$ cat src/rtl/ddr3_iod_train_pkg.sv
// Shared types and constants for the DDR3 IOD read-eye training logic.
// Latency: n/a (declarations only).
// Backpressure: n/a.
package ddr3_iod_train_pkg;

    // Training controller states, in sweep order.
    typedef enum logic [3:0] {
        IDLE,
        LOAD,
        CLEAR,
        SETTLE,
        SAMPLE,
        EVAL,
        STEP,
        FINAL,
        CLOAD,
        CMOVE,
        NEXT,
        DONE_ST
    } train_state_t;

    // Settle/sample defaults, also used by the training sequencer.
    localparam int DEFAULT_SETTLE_CYCLES = 8;
    localparam int DEFAULT_SAMPLE_CYCLES = 16;

    // Bits needed to hold a tap index 0..tap_max.
    function automatic int tap_width(input int tap_max);
        return (tap_max < 1) ? 1 : $clog2(tap_max + 1);
    endfunction

    // Bits needed to index 0..n-1 (at least one bit).
    function automatic int idx_width(input int n);
        return (n < 2) ? 1 : $clog2(n);
    endfunction

endpackage

$ cat src/rtl/ddr3_iod_train_window_tracker.sv
// Tracks the longest contiguous run of passing taps and its centre tap.
// Latency: best_*/center update one cycle after a valid or close strobe.
// Backpressure: none; strobes are accepted every cycle.
module ddr3_iod_train_window_tracker
    import ddr3_iod_train_pkg::*;
#(
    parameter int  TAP_W = 7,
    localparam int LEN_W = TAP_W + 1
) (
    input  logic             clk,
    input  logic             rst,
    input  logic [TAP_W-1:0] tap,
    input  logic             pass,
    input  logic             valid,
    input  logic             clear,
    input  logic             close,
    output logic [TAP_W-1:0] best_start,
    output logic [LEN_W-1:0] best_len,
    output logic [TAP_W-1:0] center
);

    logic [TAP_W-1:0] cur_start;
    logic [LEN_W-1:0] cur_len;
    logic [TAP_W-1:0] len_m1;

    // Extend the open run on pass; on fail or close keep it only if strictly longer.
    always_ff @(posedge clk) begin
        if (rst || clear) begin
            cur_start  <= '0;
            cur_len    <= '0;
            best_start <= '0;
            best_len   <= '0;
        end else if (valid && pass) begin
            if (cur_len == '0) begin
                cur_start <= tap;
            end
            cur_len <= cur_len + LEN_W'(1);
        end else if ((valid && !pass) || close) begin
            if (cur_len > best_len) begin
                best_start <= cur_start;
                best_len   <= cur_len;
            end
            cur_len <= '0;
        end
    end

    // A window never exceeds the tap range, so len-1 fits in TAP_W bits.
    assign len_m1 = TAP_W'(best_len - LEN_W'(1));
    assign center = (best_len != '0) ? (best_start + (len_m1 >> 1)) : '0;

endmodule

$ cat src/rtl/ddr3_iod_eye_training_ctrl.sv
// Multi-lane read-eye trainer: sweeps each lane's delay line, parks it at the eye centre.
// Latency: per lane taps*(3+SETTLE+SAMPLE) + center + 4 cycles; lanes trained back to back.
// Backpressure: none; TRAIN_START is ignored while training is in progress.
module ddr3_iod_eye_training_ctrl
    import ddr3_iod_train_pkg::*;
#(
    parameter int  NUM_LANES     = 4,
    parameter int  TAP_MAX       = 127,
    parameter int  SETTLE_CYCLES = DEFAULT_SETTLE_CYCLES,
    parameter int  SAMPLE_CYCLES = DEFAULT_SAMPLE_CYCLES,
    parameter int  MIN_WINDOW    = 8,
    localparam int TAP_W         = tap_width(TAP_MAX)
) (
    input  logic                           FAB_CLK,
    input  logic                           RX_SYNC_RST,
    input  logic                           TRAIN_START,
    output logic                           TRAIN_BUSY,
    output logic                           TRAIN_DONE,
    output logic [NUM_LANES-1:0]           LANE_ERR,
    output logic [NUM_LANES*TAP_W-1:0]     CENTER_TAP,
    output logic [NUM_LANES*(TAP_W+1)-1:0] WINDOW_WIDTH,
    input  logic [NUM_LANES-1:0]           EYE_MONITOR_EARLY,
    input  logic [NUM_LANES-1:0]           EYE_MONITOR_LATE,
    input  logic [NUM_LANES-1:0]           DELAY_LINE_OUT_OF_RANGE,
    output logic [NUM_LANES-1:0]           EYE_MONITOR_CLEAR_FLAGS,
    output logic [NUM_LANES-1:0]           DELAY_LINE_MOVE,
    output logic [NUM_LANES-1:0]           DELAY_LINE_DIRECTION,
    output logic [NUM_LANES-1:0]           DELAY_LINE_LOAD
);

    localparam int LEN_W   = TAP_W + 1;
    localparam int LANE_W  = idx_width(NUM_LANES);
    localparam int CNT_W   = idx_width((SETTLE_CYCLES > SAMPLE_CYCLES) ? SETTLE_CYCLES : SAMPLE_CYCLES);

    localparam logic [TAP_W-1:0]  TAP_LAST    = TAP_W'(TAP_MAX);
    localparam logic [LANE_W-1:0] LANE_LAST   = LANE_W'(NUM_LANES - 1);
    localparam logic [CNT_W-1:0]  SETTLE_LAST = CNT_W'(SETTLE_CYCLES - 1);
    localparam logic [CNT_W-1:0]  SAMPLE_LAST = CNT_W'(SAMPLE_CYCLES - 1);
    localparam logic [LEN_W-1:0]  MIN_LEN     = LEN_W'(MIN_WINDOW);

    train_state_t state;
    train_state_t state_nxt;

    logic [LANE_W-1:0]    lane_idx;
    logic [NUM_LANES-1:0] lane_sel;
    logic [TAP_W-1:0]     tap;
    logic [TAP_W-1:0]     move_cnt;
    logic [CNT_W-1:0]     cnt;
    logic                 fail_acc;
    logic                 oor_acc;
    logic                 busy;

    logic load_pls;
    logic clr_pls;
    logic move_pls;
    logic trk_clear;
    logic trk_valid;
    logic trk_close;

    logic [TAP_W-1:0] trk_best_start;
    logic [LEN_W-1:0] trk_best_len;
    logic [TAP_W-1:0] trk_center;
    logic             res_err;
    logic [TAP_W-1:0] res_center;

    logic [NUM_LANES-1:0] err_q;
    logic [TAP_W-1:0]     center_q [NUM_LANES];
    logic [LEN_W-1:0]     width_q  [NUM_LANES];

    // One tracker serves all lanes; it is cleared at the start of every lane sweep.
    ddr3_iod_train_window_tracker #(
        .TAP_W (TAP_W)
    ) u_tracker (
        .clk        (FAB_CLK),
        .rst        (RX_SYNC_RST),
        .tap        (tap),
        .pass       (!fail_acc && !oor_acc),
        .valid      (trk_valid),
        .clear      (trk_clear),
        .close      (trk_close),
        .best_start (trk_best_start),
        .best_len   (trk_best_len),
        .center     (trk_center)
    );

    // A window narrower than MIN_WINDOW is unusable; park such a lane at tap 0.
    assign res_err    = (trk_best_len < MIN_LEN);
    assign res_center = res_err ? '0 : trk_center;

    assign lane_sel = NUM_LANES'(1) << lane_idx;
    assign busy     = (state != IDLE) && (state != DONE_ST);

    // State register.
    always_ff @(posedge FAB_CLK) begin
        if (RX_SYNC_RST) begin
            state <= IDLE;
        end else begin
            state <= state_nxt;
        end
    end

    // Next-state decode and per-state control strobes.
    always_comb begin
        state_nxt = state;
        load_pls  = 1'b0;
        clr_pls   = 1'b0;
        move_pls  = 1'b0;
        trk_clear = 1'b0;
        trk_valid = 1'b0;
        trk_close = 1'b0;
        case (state)
            IDLE, DONE_ST: begin
                if (TRAIN_START) begin
                    state_nxt = LOAD;
                end
            end
            LOAD: begin
                load_pls  = 1'b1;
                trk_clear = 1'b1;
                state_nxt = CLEAR;
            end
            CLEAR: begin
                clr_pls   = 1'b1;
                state_nxt = SETTLE;
            end
            SETTLE: begin
                if (cnt == SETTLE_LAST) begin
                    state_nxt = SAMPLE;
                end
            end
            SAMPLE: begin
                if (cnt == SAMPLE_LAST) begin
                    state_nxt = EVAL;
                end
            end
            EVAL: begin
                trk_valid = 1'b1;
                state_nxt = ((tap == TAP_LAST) || oor_acc) ? FINAL : STEP;
            end
            STEP: begin
                move_pls  = 1'b1;
                state_nxt = CLEAR;
            end
            FINAL: begin
                trk_close = 1'b1;
                state_nxt = CLOAD;
            end
            CLOAD: begin
                load_pls  = 1'b1;
                state_nxt = CMOVE;
            end
            CMOVE: begin
                if (move_cnt == res_center) begin
                    state_nxt = NEXT;
                end else begin
                    move_pls = 1'b1;
                end
            end
            NEXT: begin
                state_nxt = (lane_idx == LANE_LAST) ? DONE_ST : LOAD;
            end
            default: begin
                state_nxt = IDLE;
            end
        endcase
    end

    // Sweep datapath: tap/lane counters, flag accumulation, per-lane result latching.
    always_ff @(posedge FAB_CLK) begin
        if (RX_SYNC_RST) begin
            lane_idx <= '0;
            tap      <= '0;
            move_cnt <= '0;
            cnt      <= '0;
            fail_acc <= 1'b0;
            oor_acc  <= 1'b0;
            err_q    <= '0;
            for (int i = 0; i < NUM_LANES; i++) begin
                center_q[i] <= '0;
                width_q[i]  <= '0;
            end
        end else begin
            case (state)
                IDLE, DONE_ST: begin
                    if (TRAIN_START) begin
                        lane_idx <= '0;
                        err_q    <= '0;
                        for (int i = 0; i < NUM_LANES; i++) begin
                            center_q[i] <= '0;
                            width_q[i]  <= '0;
                        end
                    end
                end
                LOAD: begin
                    tap <= '0;
                end
                CLEAR: begin
                    cnt      <= '0;
                    fail_acc <= 1'b0;
                    oor_acc  <= 1'b0;
                end
                SETTLE: begin
                    cnt <= (cnt == SETTLE_LAST) ? '0 : cnt + CNT_W'(1);
                end
                SAMPLE: begin
                    cnt      <= (cnt == SAMPLE_LAST) ? '0 : cnt + CNT_W'(1);
                    fail_acc <= fail_acc | (|((EYE_MONITOR_EARLY | EYE_MONITOR_LATE) & lane_sel));
                    oor_acc  <= oor_acc | (|(DELAY_LINE_OUT_OF_RANGE & lane_sel));
                end
                STEP: begin
                    tap <= tap + TAP_W'(1);
                end
                CLOAD: begin
                    move_cnt <= '0;
                end
                CMOVE: begin
                    if (move_cnt != res_center) begin
                        move_cnt <= move_cnt + TAP_W'(1);
                    end
                end
                NEXT: begin
                    err_q[lane_idx]    <= res_err;
                    center_q[lane_idx] <= res_center;
                    width_q[lane_idx]  <= trk_best_len;
                    if (lane_idx != LANE_LAST) begin
                        lane_idx <= lane_idx + LANE_W'(1);
                    end
                end
                default: begin
                end
            endcase
        end
    end

    // The parked tap must always fall inside the reported window.
    assert property (@(posedge FAB_CLK) disable iff (RX_SYNC_RST)
        ((state == NEXT) && (trk_best_len != '0)) |-> (trk_center >= trk_best_start));

    // Strobes reach the active lane only; direction is held high for it while busy.
    assign EYE_MONITOR_CLEAR_FLAGS = lane_sel & {NUM_LANES{clr_pls}};
    assign DELAY_LINE_MOVE         = lane_sel & {NUM_LANES{move_pls}};
    assign DELAY_LINE_LOAD         = lane_sel & {NUM_LANES{load_pls}};
    assign DELAY_LINE_DIRECTION    = lane_sel & {NUM_LANES{busy}};

    assign TRAIN_BUSY = busy;
    assign TRAIN_DONE = (state == DONE_ST);
    assign LANE_ERR   = err_q;

    for (genvar i = 0; i < NUM_LANES; i++) begin : g_lane_out
        assign CENTER_TAP[i*TAP_W +: TAP_W]   = center_q[i];
        assign WINDOW_WIDTH[i*LEN_W +: LEN_W] = width_q[i];
    end

endmodule
$ cat config.mk
export PLATFORM = sky130hd
export DESIGN_NAME = ddr3_iod_eye_training_ctrl
export DESIGN_NICKNAME = d
export VERILOG_FILES = /design/src/rtl/ddr3_iod_train_pkg.sv /design/src/rtl/ddr3_iod_train_window_tracker.sv /design/src/rtl/ddr3_iod_eye_training_ctrl.sv
export SDC_FILE = /design/constraint.sdc
export NUM_CORES = 1
export LEC_CHECK = 0
export ABC_AREA = 1
export CAP_MARGIN = 30
export CORE_ASPECT_RATIO = 2
export CORE_MARGIN = 10
export CORE_UTILIZATION = 45
export CTS_BUF_LIST = sky130_fd_sc_hd__clkbuf_4 sky130_fd_sc_hd__clkbuf_8
export DETAILED_ROUTE_END_ITERATION = 7
export GPL_TIMING_DRIVEN = 0
export PLACE_DENSITY = 0.76
export SYNTH_ARGS = -nofsm -noshare
export SYNTH_HDL_FRONTEND = slang
export SYNTH_HIERARCHICAL = 1
export SYNTH_SLANG_ARGS = --single-unit
$ cat constraint.sdc
create_clock -name FAB_CLK -period 2.98 [get_ports FAB_CLK]
set_input_delay 0.447 -clock FAB_CLK [delete_from_list [all_inputs] [get_ports FAB_CLK]]
set_output_delay 0.447 -clock FAB_CLK [all_outputs]
set_load 0.01 [all_outputs]
==> impl_metrics.tcl, run 1 <==
set metrics [dict create \
    syn_area_sq_um 5980 \
    r2r-start "u_tracker/best_len[0]" \
    cp_cell_sequence "inv_6 > ha_4 > nand2_2 > xor2_1 > inv_1 > ha_4 > nand2_1 > nor2_1 > a21oi_2 > nand2_1 > nand2_1 > nor2_2 > nand2_2 > nand2_1 > nand2_1 > nor2_2 > nand2_2 > o21bai_4 > and2_4 > nor2_1 > buf_2" \
    p_seq_share_pct 39.1 \
    synth_area_leaders "edfxtp_1 (30%), dfxtp_1 (20%), nor2_1 (9.4%), nand2_1 (8.1%), inv_1 (5.3%)" \
    r2r_slack_ps -90 \
    grt_max_degree 17 \
    cts_tree "done" \
    n_antenna_cell 0 \
    drive_gt1_share_pct 15.4 \
    critical_path.max_stage_delay_ps 380 \
    fin_ws_ps -666 \
    p_clk_share_pct 35.8 \
    synthToLayoutAreaGrowth_pct 34.1 \
    post_drt_via_cell_ratio 5.26 \
    syn_avg_cell_area_sq_um 8.24 \
    yosys.area.top_type_share_pct 30.1 \
    clock_path_buffers 2 \
    setup_viol 14 \
    critPathKind "reg2out" \
    cts_max_level 4 \
    worstHoldStart "u_tracker/cur_start[0]" \
    ctsHoldBuffers 0 \
    final_cells 1023 \
    initialDrtViolationCount 252 \
    violations "setup timing" \
    pwr-share-comb_pct 25.1 \
    fin_util_pct 61.7 \
    ys_types 38 \
    slew_viol_final 0 \
    skew_ps 12.2 \
    final_common_cell "nor2_1" \
    p_switching_mw 1.56 \
    critPathMostFrequentCell "nand2_1" \
    cellPowerDensity_nw_per_um2 650 \
    mostFrequentLayoutCells "nor2_1 (144), nand2_1 (119), clkdlybuf4s50_1 (92)" \
    synthCells 726 \
    synth_nets 767 \
    startpoint_type "flip-flop" \
    route.detailed.drc 0 \
    wl_per_cell_microns 16.2 \
    rsz0062_at_grt "true" \
    start_util_pct 46.0 \
    outcome "finished with violations" \
    nFillCells 1088 \
    cp_top_family "simple AND/OR/NAND/NOR gates" \
    yosysWarningCount 6 \
    gp_congestion 0.931 \
    overflow 0 \
    wl_microns 16600 \
    drtAntennaViolNets 0 \
    fin_hold_ws_ps 453 \
    cp_num_buf_inv 3 \
    slowest_stage "dfxtp_4" \
    report.power.total_mw 5.21 \
    arrival_ps 3200 \
    grt_pass1_wl_microns 26000 \
    cts_buffers 17 \
    clk_latency_ps 450 \
    fin_area_sq_um 8020 \
    dp_worst_setup_slack_ps -1170 \
    ir_worst_vdd_uv 467 \
    path_clk_slew_ps 70 \
    root_buffer "clkbuf_8" \
    worst_slew_pin_slew_ps 712 \
    relSlewSlack_pct 52.4 \
    core_sq_um 13000 \
    cts_num_sinks 120 \
    yosysTopAreaCell "edfxtp_1" \
    hp-class "reg2reg" \
    dr_total_vias 5382 \
    globalRouteTotalUtil_pct 17.5 \
    place_area_sq_um 7150 \
    maxCapViolations 0 \
    top_level_ports 97 \
    p_sw_share_pct 29.9 \
    post-route-min-period_ps 3650 \
    die_w_microns 102 \
    dr.pass1.iters 7 \
    critPathLaunch "u_tracker/best_len[0]" \
    cp_max_fo 6 \
    die-area_sq_um 18600 \
    cp.required_ps 2530 \
    end_kind "output pin" \
    hold_viol 0 \
    synth-seq-cells 120 \
    die_h_microns 183 \
    tns_ps -3200 \
    max_freq_mhz 274 \
    nNetsFinal 899 \
    ys_seq_area_share_pct 50.2 \
    grt_pass1_vias 5387 \
    port_buffers 96 \
    dp.cells 974 \
    p_leak_nw 3.10 \
    period_share_pct 122 \
    p_int_mw 3.65 \
    num_rows 59 \
    dp_hpwl_microns 12200 \
    antenna_found_initial 0 \
]
-- worst paths after layout --
kind / cells after the start / endpoint
max: 21 / DELAY_LINE_MOVE[0]
min: 2 / u_tracker/cur_start[0]
max reg2reg: 23 / state[0]
min reg2reg: 2 / u_tracker/cur_start[0]
-- metal layers --
metal | part of all wire (%) | vias up | GRT usage, %
met1 | 33 | 2505 | 15.6
met2 | 56 | 184 | 33.7
met3 | 5.8 | 59 | 4.03
li1 | - | 2634 | -
met4 | 5.4 | 0 | 9.97
met5 | 0 | - | 0
-- flip-flops by register name, summed over array words and instances (netlist names), 7 cells and up --
signal                cells
center_q                 28
move_cnt                  7
tap                       7
u_tracker/best_len        8
u_tracker/best_start      7
u_tracker/cur_len         8
u_tracker/cur_start       7
width_q                  32
-- Yosys cell counts --
library cell and number:
o21ai_1 3, a21oi_4 1, inv_2 4, nand4_1 6
a22oi_1 1, nor2_1 149, a21oi_1 61, nand2_1 129
nand3_1 47, nand3_2 4, fa_1 1, ha_1 25
a221oi_1 2, nor2_2 8, buf_1 1, o21ai_0 27
dfxtp_1 60, o21bai_4 2, a211oi_1 2, o21a_1 1
nand3_4 1, inv_1 84, nor3b_1 1, a21o_1 1
nor3_1 7, buf_2 3, and2_2 1, edfxtp_1 60
buf_6 5, xor2_1 9, nor4_1 1, a21oi_2 1
buf_4 2, nand2_4 1, xnor2_1 2, nand2_2 3
o22ai_1 3, clkbuf_1 7
-- timing repair --
| action | in CTS | in global routing |
|---|---|---|
| setup buffers | 13 | 3 |
| cloned | 0 | 1 |
| resized for setup | 51 | 28 |
| pin swaps | 17 | 19 |
| endpoints found under the setup margin | 15 | 36 |
-- tightest hold or removal path, delay by kind of cell (launching register included) --
kind,cells,cell delay [ps]
flops,1,300
buf+inv,1,60
compound gates,1,50
-- kinds of logic (layout without fill, tap and decap cells) --
kind of cell    count (synthesis)  after routing  synth area share [%]
simple gates                  358            358                  25.3
flops                         120            120                  50.2
buf+inv                       106            251                  7.47
compound gates                105            105                  9.90
fa+ha+maj                      26             26                  5.56
xor+xnor                       11             11                  1.61
-- cell type report --
cell class                      instances  area, sq um  area share (%)
Clock buffer                           17          234            2.92
Clock inverter                         15          273            3.40
Inverter                               88          345            4.31
Timing Repair Buffer                  113         1090            13.6
Buffer                                 18          120            1.50
Multi-Input combinational cell        500         2750            34.2
Sequential cell                       120         3020            37.6
Tap cell                              152          190            2.37
-- power by group through the flow --
stage | registers [mW] | logic, mW | clock network (mW)
after floorplan | 2.14 | 0.630 | 0
after global placement | 2.07 | 1.27 | 0
after detailed placement | 2.08 | 1.29 | 0
after CTS | 2.04 | 1.30 | 1.87
after global routing | 2.06 | 1.42 | 1.96
final | 2.04 | 1.31 | 1.86
No activity file was read; power rests on OpenSTA's default activity.
==> run 2: changes to the inputs <==
--- a/config.mk
+++ b/config.mk
@@ -11,9 +11,10 @@
 export CORE_MARGIN = 10
 export CORE_UTILIZATION = 45
 export CTS_BUF_LIST = sky130_fd_sc_hd__clkbuf_4 sky130_fd_sc_hd__clkbuf_8
+export CTS_CLUSTER_DIAMETER = 30
 export DETAILED_ROUTE_END_ITERATION = 7
 export GPL_TIMING_DRIVEN = 0
-export PLACE_DENSITY = 0.76
+export PLACE_DENSITY_LB_ADDON = 0.1
 export SYNTH_ARGS = -nofsm -noshare
 export SYNTH_HDL_FRONTEND = slang
 export SYNTH_HIERARCHICAL = 1
==> run 2 against run 1 <==
Against the previous run: the flow still finishes with violations (setup timing); global-route usage increased by 0.18 points; via count increased by 1.2%; first-iteration DRC count increased by 1.6%; final cell count increased by 0.49%; critical path depth decreased by 3; critical endpoint is now DELAY_LINE_MOVE[1]; sequential power about the same; cell area decreased by 1.2%; clock-buffer cell count increased by 1; power decreased by 7.9%.
==> impl_metrics.tcl, run 2 (synthesis results as in run 1) <==
set metrics [dict create \
    drtAntennaViolNets 0 \
    synthToLayoutAreaGrowth_pct 32.4 \
    skew_ps 14.8 \
    p_clk_share_pct 30.6 \
    post-route-min-period_ps 3650 \
    mostFrequentLayoutCells "nor2_1 (143), nand2_1 (117), clkdlybuf4s50_1 (92)" \
    fin_util_pct 61.0 \
    largest_reg_flops 32 \
    outcome "finished with violations" \
    wl_microns 16700 \
    place_area_sq_um 7150 \
    initialDrtViolationCount 256 \
    final_cells 1028 \
    dp.cells 974 \
    worst_slew_pin_slew_ps 731 \
    pwr-share-comb_pct 27.0 \
    path_clk_slew_ps 70 \
    cts_tree "done" \
    rsz0062_at_grt "true" \
    root_buffer "clkbuf_8" \
    nNetsFinal 904 \
    startpoint_type "flip-flop" \
    grt_max_degree 17 \
    overflow 0 \
    nFillCells 1132 \
    cts_buffers 17 \
    wl_per_cell_microns 16.2 \
    end_kind "output pin" \
    dp_worst_setup_slack_ps -1020 \
    slew_viol_final 0 \
    cp.required_ps 2530 \
    die_h_microns 183 \
    cts_max_level 4 \
    critPathKind "reg2out" \
    fin_hold_ws_ps 453 \
    max_freq_mhz 274 \
    drive_gt1_share_pct 15.9 \
    tns_ps -3610 \
    grt_pass1_vias 5424 \
    violations "setup timing" \
    regArea_sq_um 3010 \
    cellPowerDensity_nw_per_um2 605 \
    start_util_pct 46.0 \
    arrival_ps 3210 \
    dp_hpwl_microns 12700 \
    route.detailed.drc 0 \
    p_switching_mw 1.56 \
    r2r_slack_ps -110 \
    grt_pass1_wl_microns 26000 \
    die-area_sq_um 18600 \
    p_leak_nw 3.06 \
    multi_input_area_sq_um 2740 \
    final_common_cell "nor2_1" \
    antenna_found_initial 0 \
    p_sw_share_pct 32.5 \
    globalRouteTotalUtil_pct 17.7 \
    report.power.total_mw 4.80 \
    maxCapViolations 0 \
    dr.pass1.iters 7 \
    top_level_ports 97 \
    setup_viol 15 \
    clk_latency_ps 440 \
    regMostFlops "width_q" \
    hold_viol 0 \
    cts_num_sinks 120 \
    dr_total_vias 5444 \
    gp_congestion 0.896 \
    hp-class "reg2reg" \
    clock_path_buffers 2 \
    p_seq_share_pct 42.4 \
    ir_worst_vdd_uv 414 \
    period_share_pct 123 \
    ctsHoldBuffers 0 \
    post_drt_via_cell_ratio 5.30 \
    port_buffers 96 \
    fin_area_sq_um 7920 \
    num_rows 59 \
    cp_max_fo 4 \
    p_int_mw 3.24 \
    n_antenna_cell 0 \
    core_sq_um 13000 \
    relSlewSlack_pct 51.1 \
    fin_ws_ps -673 \
    die_w_microns 102 \
    reg_top3 "width_q (32), center_q (28)" \
]
-- run 2: layer usage --
metal	GRT usage (%)	wire length, microns	up-vias
met5	0	0	-
met4	10.6	633	0
met3	5.01	1060	49
met2	33.3	9180	196
met1	15.7	5820	2553
li1	-	-	2646
-- run 2: repair_timing --
action,in CTS,in global routing
gates cloned,0,1
resized for setup,60,16
endpoints found under the setup margin,30,45
setup buffers,14,8
pin swaps,23,29
-- run 2: power groups by stage --
stage                     combinational, mW  clock [mW]  sequential (mW)
after CTS                              1.30        1.48             2.04
after floorplan                       0.630           0             2.14
after global routing                   1.42        1.56             2.05
after detailed placement               1.29           0             2.08
after global placement                 1.27           0             2.07
final                                  1.29        1.47             2.03
-- run 2: critical path, cell delays in order (launching register included) --
cell and delay, ps:
dfxtp_2 360, inv_4 60, ha_4 260, inv_1 60, ha_4 170, fa_2 430
nand3_2 90, nand2_1 70, a21oi_1 140, o21a_1 210, nand2_2 70, nand2_1 60
nand2_1 40, nor2_1 100, nand2_2 90, o21bai_4 180, and2_4 190, nor2_1 40
buf_2 140
-- run 2: path summary, 6_finish.rpt --
path,cells past startpoint,from,to
hold reg to reg,2,u_tracker/cur_start[3],u_tracker/cur_start[3]
hold / removal,2,u_tracker/cur_start[3],u_tracker/cur_start[3]
setup reg to reg,20,u_tracker/best_len[1],move_cnt[5]
setup / recovery,18,u_tracker/best_len[1],DELAY_LINE_MOVE[1]
-- run 2: cell type report --
| type | instances | area share (%) |
|---|---|---|
| sequential | 120 | 38.0 |
| multi-input combinational | 500 | 34.5 |
| timing repair buffer | 118 | 14.3 |
| inverter | 88 | 4.30 |
| clock buffer | 18 | 3.05 |
| tap | 152 | 2.40 |
| clock inverter | 14 | 1.90 |
| buffer | 18 | 1.52 |
==> run 3: changes to the inputs <==
--- a/config.mk
+++ b/config.mk
@@ -15,6 +15,7 @@
 export DETAILED_ROUTE_END_ITERATION = 7
 export GPL_TIMING_DRIVEN = 0
 export PLACE_DENSITY_LB_ADDON = 0.1
+export SETUP_SLACK_MARGIN = 0.3
 export SYNTH_ARGS = -nofsm -noshare
 export SYNTH_HDL_FRONTEND = slang
 export SYNTH_HIERARCHICAL = 1
==> run 3 against run 2 <==
Against the previous run: the flow still finishes with violations (setup timing); non-clock buffer count rose by 2; first-iteration DRC count is 13% lower; cell area grew 1.2%; worst setup slack worse by 21 ps; final cell count is 0.19% higher; clock skew increased by 3.7 ps; clock-buffer cell count unchanged; sequential cell count stayed put; largest cell class unchanged.
==> impl_metrics.tcl, run 3 (synthesis results as in run 1) <==
set metrics [dict create \
    worst_slew_pin_slew_ps 644 \
    regMostFlops "width_q" \
    p_leak_nw 3.13 \
    startpoint_type "flip-flop" \
    wl_per_cell_microns 15.8 \
    period_share_pct 123 \
    outcome "finished with violations" \
    cts_tree "done" \
    cts_num_sinks 120 \
    post_drt_via_cell_ratio 5.14 \
    critical_path.max_stage_delay_ps 370 \
    initialDrtViolationCount 223 \
    n_antenna_cell 0 \
    top_level_ports 97 \
    grt_pass1_vias 5381 \
    cp_cell_sequence "inv_2 > nand3_4 > nor3_2 > xor2_1 > ha_1 > buf_4 > a21oi_1 > o21ai_1 > a21oi_2 > nor2_1 > nor2_2 > nand2_2 > nand2_1 > nand2_1 > nor2_2 > nand2_2 > o21bai_4 > and2_4 > nor2_1 > buf_2" \
    dr.pass1.iters 5 \
    end_kind "output pin" \
    path_clk_slew_ps 80 \
    port_buffers 96 \
    dr_total_vias 5291 \
    cp_max_fo 4 \
    critPathKind "reg2out" \
    grtUsageMet3_pct 4.14 \
    report.power.total_mw 4.84 \
    start_util_pct 46.0 \
    nFillCells 1145 \
    grt_most_used_layer "met2" \
    cp_top_family "simple AND/OR/NAND/NOR gates" \
    num_rows 59 \
    cts_buffers 17 \
    hp-class "reg2reg" \
    slowest_stage "dfxtp_4" \
    tns_ps -6600 \
    reg_top3 "width_q (32), center_q (28)" \
    p_seq_share_pct 42.1 \
    setup_viol 15 \
    antenna_found_initial 0 \
    overflow 0 \
    grt_pass1_wl_microns 25400 \
    cp_num_buf_inv 3 \
    post-route-min-period_ps 3670 \
    root_buffer "clkbuf_8" \
    grt_max_degree 17 \
    fin_hold_ws_ps 456 \
    clock_path_buffers 2 \
    p_clk_share_pct 30.0 \
    core_sq_um 13000 \
    mostFrequentLayoutCells "nor2_1 (142), nand2_1 (114), clkdlybuf4s50_1 (90)" \
    grt_use_met1_pct 15.5 \
    p_int_mw 3.26 \
    final_common_cell "nor2_1" \
    die_w_microns 102 \
    slew_viol_final 0 \
    dp_worst_setup_slack_ps -872 \
    drive_gt1_share_pct 17.7 \
    skew_ps 18.5 \
    route.detailed.drc 0 \
    met2_usage_pct 32.9 \
    arrival_ps 3230 \
    maxCapViolations 0 \
    fin_area_sq_um 8010 \
    cts_max_level 4 \
    synthToLayoutAreaGrowth_pct 34.0 \
    clk_latency_ps 440 \
    hold_viol 0 \
    place_area_sq_um 7220 \
    largest_reg_flops 32 \
    nNetsFinal 906 \
    ir_worst_vdd_uv 551 \
    wl_microns 16300 \
    cellPowerDensity_nw_per_um2 604 \
    globalRouteTotalUtil_pct 17.2 \
    gp_congestion 0.926 \
    cp.required_ps 2530 \
    rsz0062_at_grt "true" \
    ctsHoldBuffers 0 \
    p_switching_mw 1.58 \
    max_freq_mhz 272 \
    fin_ws_ps -694 \
    p_sw_share_pct 32.6 \
    dp_hpwl_microns 12600 \
    violations "setup timing" \
    pwr-share-comb_pct 27.9 \
    drtAntennaViolNets 0 \
    die_h_microns 183 \
    relSlewSlack_pct 56.9 \
    die-area_sq_um 18600 \
]
-- run 3: cell count changes in the layout (fill, tap and decap cells not counted), sizes merged --
cell / before / now
buf: 36 / 38
clkdlybuf4s50: 92 / 90
clkinv: 4 / 7
clkinvlp: 5 / 4
dlymetal6s2s: 0 / 2
inv: 91 / 89
-- run 3: final timing paths --
check                                       startpoint                endpoint  slack (ps)  depth (start not counted)
worst min register to register  u_tracker/cur_start[0]  u_tracker/cur_start[0]         460                          2
worst max-delay path             u_tracker/best_len[2]      DELAY_LINE_MOVE[2]        -690                         20
worst max register to register   u_tracker/best_len[2]                state[0]        -410                         26
worst min-delay path            u_tracker/cur_start[0]  u_tracker/cur_start[0]         460                          2
-- run 3: layout make-up --
class / count / area [sq um] / area share, %
inverters: 88 / 338 / 4.22
repair buffers: 120 / 1160 / 14.5
clock inverters: 14 / 153 / 1.90
plain buffers: 18 / 123 / 1.53
clock buffers: 18 / 241 / 3.01
multi-input cells: 500 / 2800 / 34.9
flip-flops and latches: 120 / 3010 / 37.6
well taps: 152 / 190 / 2.37
-- run 3: stage by stage --
step / cells / utilization (%)
floorplan: 726 / -
global placement: 974 / 55.6
detailed placement: 974 / 55.6
CTS: 1018 / 59.6
global route: 1030 / 61.7
finish: 1030 / 61.7
-- run 3: repair_timing --
action	CTS	global route
setup buffers	12	11
setup endpoints to repair	65	68
pin swaps	15	12
gates cloned	0	1
gates resized for setup	38	42
hold endpoints to repair	0	0
-- run 3: power by group through the flow --
stage               Clock, mW  Sequential (mW)  Combinational, mW
floorplan                   0             2.14              0.631
finish                   1.45             2.04               1.35
detailed placement          0             2.08               1.29
global route             1.54             2.06               1.48
CTS                      1.48             2.04               1.31
global placement            0             2.07               1.27
-- run 3: layer usage --
metal / vias to the layer above / part of all wire, %
met5: - / 0
met4: 0 / 3.4
met3: 37 / 5.8
met2: 151 / 55
met1: 2448 / 35
li1: 2655 / -
-- run 3: tightest hold or removal path: cells and delay by family, from the launching register on --
kind,cells,cell delay [ps]
flip-flops,1,300
AO/OA/AOI/OAI,1,50
buffers and inverters,1,60
